<file path="src/rtl/weight_stream_ctrl.sv">
// Streams the coefficient ROM into the convolution weight FIFO, replaying the
// full kernel set repeat_count times per start behind a 2-entry prefetch buffer.
//
// state  | meaning
// IDLE   | waiting for start; repeat_count sampled with it
// STREAM | issuing ROM reads and draining the prefetch buffer into the FIFO
// DONE   | one-cycle completion pulse, then back to IDLE
module weight_stream_ctrl #(
   parameter int MEM_SIZE   = 64,
   parameter int DATA_WIDTH = 16,
   parameter int REPEAT_W   = 8,
   localparam int AW        = (MEM_SIZE > 1) ? $clog2(MEM_SIZE) : 1
) (
   input  logic                  ap_clk,
   input  logic                  ap_rst,
   input  logic                  start,
   input  logic [REPEAT_W-1:0]   repeat_count,
   output logic                  busy,
   output logic                  done,
   output logic [AW-1:0]         rom_address,
   output logic                  rom_ce,
   input  logic [DATA_WIDTH-1:0] rom_q,
   output logic [DATA_WIDTH-1:0] output_V_din,
   input  logic                  output_V_full_n,
   output logic                  output_V_write
);

   typedef enum logic [1:0] {IDLE, STREAM, DONE} state_t;

   state_t                state, state_nxt;
   logic [AW-1:0]         addr;
   logic [REPEAT_W-1:0]   pass_cnt, pass_tot;
   logic                  issue_done, in_flight;
   logic [1:0]            occ;
   logic [DATA_WIDTH-1:0] buf_head, buf_tail;
   logic                  push, pop, last_addr, last_pass;
   logic [2:0]            committed;

   assign push      = in_flight;
   assign pop       = (occ != 2'd0) && output_V_full_n;
   assign last_addr = (addr == AW'(MEM_SIZE - 1));
   assign last_pass = (pass_cnt == pass_tot - REPEAT_W'(1));
   // Slots already claimed once this cycle's pop is accounted for.
   assign committed = 3'(occ) + 3'(in_flight) - 3'(pop);

   always_comb begin
      state_nxt = state;
      rom_ce    = 1'b0;
      case (state)
         IDLE: begin
            if (start) state_nxt = (repeat_count == '0) ? DONE : STREAM;
         end
         STREAM: begin
            rom_ce = !issue_done && (committed < 3'd2);
            if (issue_done && !in_flight &&
                ((occ == 2'd0) || ((occ == 2'd1) && pop)))
               state_nxt = DONE;
         end
         DONE:    state_nxt = IDLE;
         default: state_nxt = IDLE;
      endcase
   end

   assign busy           = (state != IDLE);
   assign done           = (state == DONE);
   assign rom_address    = addr;
   assign output_V_write = pop;
   assign output_V_din   = buf_head;

   always_ff @(posedge ap_clk or posedge ap_rst) begin
      if (ap_rst) state <= IDLE;
      else        state <= state_nxt;
   end

   always_ff @(posedge ap_clk or posedge ap_rst) begin
      if (ap_rst) begin
         addr       <= '0;
         pass_cnt   <= '0;
         pass_tot   <= '0;
         issue_done <= 1'b0;
         in_flight  <= 1'b0;
      end else begin
         in_flight <= rom_ce;
         if ((state == IDLE) && start) begin
            addr       <= '0;
            pass_cnt   <= '0;
            pass_tot   <= repeat_count;
            issue_done <= 1'b0;
         end else if (rom_ce) begin
            if (last_addr) begin
               addr     <= '0;
               pass_cnt <= pass_cnt + REPEAT_W'(1);
               if (last_pass) issue_done <= 1'b1;
            end else begin
               addr <= addr + AW'(1);
            end
         end
      end
   end

   // Issue throttling guarantees a push never lands on a full buffer.
   always_ff @(posedge ap_clk or posedge ap_rst) begin
      if (ap_rst) begin
         occ      <= 2'd0;
         buf_head <= '0;
         buf_tail <= '0;
      end else begin
         case ({push, pop})
            2'b10: begin
               if (occ == 2'd0) buf_head <= rom_q;
               else             buf_tail <= rom_q;
               occ <= occ + 2'd1;
            end
            2'b01: begin
               buf_head <= buf_tail;
               occ      <= occ - 2'd1;
            end
            2'b11: begin
               if (occ == 2'd1) begin
                  buf_head <= rom_q;
               end else begin
                  buf_head <= buf_tail;
                  buf_tail <= rom_q;
               end
            end
            default: ;
         endcase
      end
   end

endmodule

</file>
<file path="config.mk">
export PLATFORM = sky130hd
export DESIGN_NAME = weight_stream_ctrl
export DESIGN_NICKNAME = d
export VERILOG_FILES = /design/src/rtl/weight_stream_ctrl.sv
export SDC_FILE = /design/constraint.sdc
export NUM_CORES = 1
export LEC_CHECK = 0
export CELL_PAD_IN_SITES_DETAIL_PLACEMENT = 0
export CELL_PAD_IN_SITES_GLOBAL_PLACEMENT = 2
export CORE_MARGIN = 2
export CORE_UTILIZATION = 30
export DETAILED_ROUTE_END_ITERATION = 7
export PLACE_DENSITY_LB_ADDON = 0.1
export SYNTH_ARGS = -nofsm -noshare
export SYNTH_HDL_FRONTEND = slang
export SYNTH_SLANG_ARGS = --single-unit
</file>
<file path="constraint.sdc">
create_clock -name ap_clk -period 3.3 [get_ports ap_clk]
set_clock_uncertainty 0.15 [all_clocks]
set_input_delay 0.66 -clock ap_clk [delete_from_list [all_inputs] [get_ports ap_clk]]
set_output_delay 0.66 -clock ap_clk [all_outputs]
set_load 0.005 [all_outputs]
</file>
==> out/metrics.csv, run 1 <==
stage;metric;value;unit
status;outcome;completed;
synth;async_reset_ff_share;100;%
hold_path;hold_path.class;reg2reg;
drt;drt_iter0_markers;76;
worst_setup_path;arrival;2.35;ns
drt;ant_nets;0;
global_route;grt_usage;13.6;%
synth;synth_cells;298;
layout;drive_gt1_share;18.4;%
synth;synth_area;2980;µm²
placed_design;port_buffers;53;
sta;rsz0062_at_grt;false;
worst_setup_path;rr_startpoint;occ[0]$_DFFE_PP0P_;
synth;ys_types;39;
worst_setup_path;cp.required;2.49;ns
global_route;gr-usage-met2;21.1;%
worst_setup_path;worstSetupPathDepth;11;
global_route;met1_usage;18.4;%
sta;setup_viol;0;
synth;synth_top_flop_cell;dfrtp_1;
drt;drt-total-wl;6.85;mm
layout;syn2layout_area_growth;35.1;%
drt;route.detailed.drc;0;
placed_design;dpl.hpwl;4.60;mm
sta;setup-tns-final;0;ns
floorplanning;core_area;9730;µm²
clocking;clock_path_buffers;2;
layout;nNetsFinal;407;
global_route;grt_max_degree;61;
drt;vias;2344;
clocking;insertion_delay;0.34;ns
clocking;cts_tree;done;
clocking;clockRootBuffer;clkbuf_8;
synth;ys_warn_count;0;
synth;syn_area_per_cell;10.0;µm²
worst_setup_path;start_kind;flop;
sta;period_share;95.8;%
layout;final_cell_mix;dfrtp_1, clkdlybuf4s50_1, nand2_1, nor2_1, o21ai_0;
global_route;antenna_found_initial;0;
sta;post-route-min-period;3.16;ns
pwr;power_density;842;nW/µm²
worst_setup_path;ff2ff_path_depth;13;
synth;synth_edf_count;0;
synth;syn_nets;334;
layout;layout_commonest_cell;dfrtp_1;
global_route;first_global_vias;2336;
floorplanning;start_util;30.6;%
worst_setup_path;cp_cell_sequence;inv_2, ha_4, nand2b_4, inv_1, nor2_1, o21ai_1, fa_1, nand4bb_4, or2_4, inv_2, buf_2;
worst_setup_path;path_delay_family;adder cells;
floorplanning;die_y;104;µm
clocking;cts-hold-fix-buffers;0;
worst_setup_path;crit_end;rom_ce;
worst_setup_path;crit_top_cell;inv_2;
worst_setup_path;r2r_slack;0.34;ns
worst_setup_path;r2r-end;pass_cnt[7]$_DFFE_PP0P_;
clocking;htreeDepth;3;
worst_setup_path;cp-startpoint;occ[0]$_DFFE_PP0P_;
worst_setup_path;crit_path_end_kind;output port;
placed_design;dp.cells;492;
sta;fmax;0.316;GHz
job;drv_cap;0;
global_route;grt_overflow;0;
sta;tightest_slew;0.383;ns
layout;fillers;1011;
global_route;gr-usage-met3;3.27;%
layout;diodes;0;
global_route;busiest_layer;met2;
placed_design;gp_congestion;0.708;
drt;wire_per_inst;13.5;µm
clocking;path_clk_slew;0.07;ns
drt;routed_via_density;4.61;
global_route;grt_pass1_wl;11.7;mm
sta;hold_viol;0;
clocking;cts_sinks;60;
layout;final_cells;509;
worst_setup_path;crit_type;reg2out;
floorplanning;ioPinCount;54;
synth;ys_seq_area_share;50.4;%
worst_setup_path;max_stage_delay;0.54;ns
pwr;vdd_drop_max;636;µV
floorplanning;rows;36;
synth;synth_seq_cells;60;
sta;finalMaxSlewViolations;0;
sta;max_slew_margin;73.8;%
floorplanning;die_x;104;µm
pwr;cellLeakagePower;1.75;nW
clocking;cts_inserted_buffers;9;
worst_setup_path;crit_fanout;3;
floorplanning;die-area;10800;µm²
drt;first_pass_iters;4;
worst_setup_path;critPathSlowestCell;fa_1;
worst_setup_path;cp_num_buf_inv;4;
## cells in the mapped netlist, drive strengths merged, types with 6 or more instances
cell | n | area (µm²)
xnor2 | 10 | 87.6
nor2 | 25 | 93.8
nand3 | 6 | 30.0
o21ai | 23 | 115
xor2 | 10 | 87.6
ha | 7 | 87.6
clkbuf | 10 | 37.5
nand2 | 49 | 184
mux2 | 16 | 180
a22oi | 16 | 120
inv | 11 | 41.3
dfrtp | 60 | 1500
a21oi | 11 | 55.1
## cells by family (layout without fill, tap and decap cells)
family	after synthesis	in the layout	share of synthesized area, %
AND/OR/NAND/NOR	110	110	18.2
flip-flops	60	60	50.4
multiplexers	16	16	6.04
AO/OA/AOI/OAI	61	61	13.0
buffers and inverters	23	101	2.94
XOR/XNOR	20	20	5.87
adder cells (fa/ha/maj)	8	8	3.61
## report_power, final
group	internal (mW)	total, mW	switching, mW
logic	0.857	1.52	0.667
clock network	0.388	0.697	0.309
registers	1.00	1.17	0.169
total	2.25	3.39	1.14
## sequential cells by signal (all words and copies together), names as in the netlist
register,flops
output_V_din,16
rom_address,6
occ,2
pass_cnt,8
in_flight,1
state,2
issue_done,1
pass_tot,8
buf_tail,16
## worst reg2reg max path, stage by stage (launching register included)
cell and delay (ns):
dfrtp_1 0.39, inv_2 0.08, ha_4 0.13, nand2b_4 0.13
inv_1 0.05, nor2_1 0.10, o21ai_1 0.09, fa_1 0.54
nand4bb_4 0.11, buf_4 0.15, nor4_4 0.32, o211ai_2 0.11
or4_1 0.48, nand2_1 0.08
## worst min-delay path by stage
stage	start	to	slack (ns)	cells after the start
2_1_floorplan	state[1]$_DFFE_PP0P_	state[1]$_DFFE_PP0P_	0.31	1
3_3_place_gp	output_V_din[7]$_DFFE_PP0P_	output_V_din[7]$_DFFE_PP0P_	0.31	2
3_5_place_dp	output_V_din[13]$_DFFE_PP0P_	output_V_din[13]$_DFFE_PP0P_	0.32	2
4_1_cts	output_V_din[13]$_DFFE_PP0P_	output_V_din[13]$_DFFE_PP0P_	0.34	2
5_1_grt	output_V_din[14]$_DFFE_PP0P_	output_V_din[14]$_DFFE_PP0P_	0.35	2
6_report	output_V_din[7]$_DFFE_PP0P_	output_V_din[7]$_DFFE_PP0P_	0.33	2
## metal layers
layer	part of all wire (%)	up-vias	wire length, µm
met2	45	49	3100
met5	0	-	0
met1	49	1095	3390
met4	1.5	0	102
li1	-	1190	-
met3	3.7	10	255
## what timing repair did
action	in CTS	in global routing
gates resized for setup	14	0
pin swaps	5	1
endpoints found under the hold margin	0	0
setup endpoints to repair	1	1
setup buffers	1	0
## final cells by class
cell class / count / area, µm² / area share (%)
clock buffer: 12 / 155 / 3.85
tap: 133 / 166 / 4.13
sequential: 60 / 1500 / 37.3
timing repair buffer: 74 / 694 / 17.2
clock inverter: 4 / 47.5 / 1.18
inverter: 11 / 41.3 / 1.03
multi-input combinational: 215 / 1420 / 35.3
## stage by stage
| stage | worst slack (ns) | utilization [%] | cell area (µm²) | hold slack [ns] | power [mW] |
|---|---|---|---|---|---|
| 5_1_grt | 0.00381 | 41.4 | 4030 | 0.351 | 3.66 |
| 6_report | 0.139 | 41.4 | 4030 | 0.327 | 3.39 |
| 2_1_floorplan | 0.113 | - | 2980 | 0.307 | 2.01 |
| 3_3_place_gp | -0.576 | 39.0 | 3800 | 0.310 | 2.68 |
| 4_1_cts | 0.0893 | 41.4 | 4030 | 0.336 | 3.44 |
| 3_5_place_dp | -0.552 | 39.0 | 3800 | 0.319 | 2.69 |
No activity file was read; power rests on OpenSTA's default activity.
==> inputs of run 2 (changes only) <==
Settings changed: CAP_MARGIN set to 25, CELL_PAD_IN_SITES_DETAIL_PLACEMENT 0 to not set, CELL_PAD_IN_SITES_GLOBAL_PLACEMENT 2 to not set, CORE_UTILIZATION 30 to 42, HOLD_SLACK_MARGIN set to 0.08, PLACE_DENSITY set to 0.69, PLACE_DENSITY_LB_ADDON 0.1 to not set.
==> run 2 against run 1 <==
Net effect:
- first-iteration DRC count is 30% higher
- cell area grew 0.28%
- power up 2.2%
- setup slack got worse by 0.061 ns
- critical path type unchanged
==> out/metrics.csv, run 2 (synthesized netlist as in run 1, its figures left out) <==
stage;metric;value;unit;change
sta;period_share;97.6;%;was 95.8%
clocking;insertion_delay;0.33;ns;was 0.34 ns
clocking;clock_path_buffers;2;;unchanged
worst_setup_path;r2r_slack;0.23;ns;was 0.34 ns
worst_setup_path;cp.required;2.49;ns;about the same
worst_setup_path;arrival;2.41;ns;was 2.35 ns
layout;syn2layout_area_growth;35.5;%;was 35.1%
placed_design;dp.cells;453;;was 492
clocking;path_clk_slew;0.07;ns;about the same
worst_setup_path;max_stage_delay;0.54;ns;about the same
sta;max_slew_margin;58.7;%;was 73.8%
sta;fmax;0.310;GHz;was 0.316 GHz
layout;layout_commonest_cell;dfrtp_1;;unchanged
drt;drt_iter0_markers;99;;was 76
placed_design;port_buffers;53;;unchanged
sta;finalMaxSlewViolations;0;;unchanged
sta;fin_ws;0.0779;ns;was 0.139 ns
floorplanning;die_x;88.3;µm;was 104 µm
global_route;grt_usage;18.1;%;was 13.6%
clocking;cts_inserted_buffers;9;;unchanged
global_route;grt_overflow;0;;unchanged
worst_setup_path;cp_cell_sequence;inv_2, ha_4, nand2b_4, nor2_4, buf_6, buf_6, fa_1, nand4bb_4, or2_4, inv_2, buf_2;;was inv_2, ha_4, nand2b_4, inv_1, nor2_1, o21ai_1, fa_1, nand4bb_4, or2_4, inv_2, buf_2
pwr;power_density;859;nW/µm²;was 842 nW/µm²
pwr;cellLeakagePower;1.77;nW;was 1.75 nW
drt;route.detailed.drc;0;;unchanged
pwr;finalPower;3.47;mW;was 3.39 mW
global_route;grt_max_degree;33;;was 61
layout;final_cells;474;;was 509
worst_setup_path;crit_fanout;3;;unchanged
drt;ant_nets;0;;unchanged
placed_design;gp_congestion;0.817;;was 0.708
placed_design;dpl.hpwl;4.45;mm;was 4.60 mm
floorplanning;die_y;88.3;µm;was 104 µm
sta;tightest_slew;0.618;ns;was 0.383 ns
pwr;vdd_drop_max;331;µV;was 636 µV
layout;nNetsFinal;410;;was 407
job;drv_cap;0;;unchanged
sta;setup_viol;0;;unchanged
layout;final_cell_mix;dfrtp_1, clkdlybuf4s50_1, nand2_1, nor2_1, o21ai_0;;unchanged
layout;fillers;601;;was 1011
sta;worst_hold_slack;0.325;ns;was 0.327 ns
worst_setup_path;crit_path_end_kind;output port;;unchanged
clocking;cts_tree;done;;unchanged
floorplanning;start_util;43.6;%;was 30.6%
drt;drt-total-wl;6.57;mm;was 6.85 mm
clocking;htreeDepth;3;;unchanged
hold_path;hold_path.class;reg2reg;;unchanged
worst_setup_path;start_kind;flop;;unchanged
worst_setup_path;critPathSlowestCell;fa_1;;unchanged
floorplanning;rows;30;;was 36
drt;first_pass_iters;5;;was 4
layout;diodes;0;;unchanged
sta;rsz0062_at_grt;true;;was false
drt;vias;2405;;was 2344
layout;drive_gt1_share;19.3;%;was 18.4%
global_route;antenna_found_initial;0;;unchanged
clocking;clockRootBuffer;clkbuf_8;;unchanged
placed_design;pre_cts_slack;-0.553;ns;was -0.552 ns
floorplanning;die-area;7790;µm²;was 10800 µm²
drt;routed_via_density;5.07;;was 4.61
clocking;cts_sinks;60;;unchanged
sta;post-route-min-period;3.22;ns;was 3.16 ns
global_route;first_global_vias;2337;;was 2336
sta;hold_viol;0;;unchanged
floorplanning;ioPinCount;54;;unchanged
worst_setup_path;crit_type;reg2out;;unchanged
global_route;grt_pass1_wl;10.8;mm;was 11.7 mm
floorplanning;core_area;6830;µm²;was 9730 µm²
status;outcome;completed;;unchanged
drt;wire_per_inst;13.9;µm;was 13.5 µm
==> run 2: power breakdown <==
group          switching (mW)  internal [mW]
Clock                   0.283          0.384
Sequential              0.173           1.00
Combinational           0.713          0.912
==> run 2: stage by stage <==
stage	area, µm²	TNS [ns]	utilization [%]
after global routing	4040	-0.0251	59.1
after floorplan	2980	0	-
final	4040	0	59.1
after CTS	3990	0	58.4
after global placement	3740	-1.52	54.7
after detailed placement	3740	-1.67	54.7
==> run 2: final cells by class <==
cell class              instances  area [µm²]  share of cell area [%]
inverters                      11        41.3                    1.02
clock buffers                  11         151                    3.75
flip-flops and latches         60        1500                    37.2
multi-input cells             215        1440                    35.7
clock inverters                 4        48.8                    1.21
well taps                      96         120                    2.97
repair buffers                 77         732                    18.1
==> run 2: path summary, 6_finish.rpt <==
kind | endpoint | from | cells after the start
worst max-delay path | rom_ce | occ[0]$_DFFE_PP0P_ | 11
worst min register to register | output_V_din[13]$_DFFE_PP0P_ | output_V_din[13]$_DFFE_PP0P_ | 2
worst max register to register | pass_cnt[3]$_DFFE_PP0P_ | occ[0]$_DFFE_PP0P_ | 15
max in group asynchronous | output_V_din[2]$_DFFE_PP0P_ | ap_rst | 3
worst min-delay path | output_V_din[13]$_DFFE_PP0P_ | output_V_din[13]$_DFFE_PP0P_ | 2
min in group asynchronous | pass_tot[4]$_DFFE_PP0P_ | ap_rst | 2
==> run 2: critical path, delay by kind of cell (launching register included) <==
family	cells	cell delay [ns]
adders and majority gates	2	0.67
buffers and inverters	5	0.44
DFF	1	0.39
and+or+nand+nor	4	0.57
==> run 2: routing by layer <==
layer | global-route usage [%] | up-vias | share of wire, %
met5 | 0 | - | 0
met3 | 3.54 | 5 | 2.9
met4 | 8.82 | 0 | 1.5
met2 | 28.9 | 45 | 50
li1 | - | 1194 | -
met1 | 23.7 | 1161 | 45
==> run 2: timing repair <==
| item | CTS | global route |
|---|---|---|
| gates resized for setup | 13 | 8 |
| hold endpoints to repair | 0 | 0 |
| hold buffers | 0 | 0 |
| pin swaps | 5 | 10 |
| endpoints found under the setup margin | 1 | 1 |
| setup buffers | 4 | 3 |
==> inputs of run 3 (changes only) <==
Settings changed: SLEW_MARGIN set to 20, TNS_END_PERCENT set to 5.
==> results of run 3 <==
No change in the layout: final DEF, timing and power equal those of run 2.
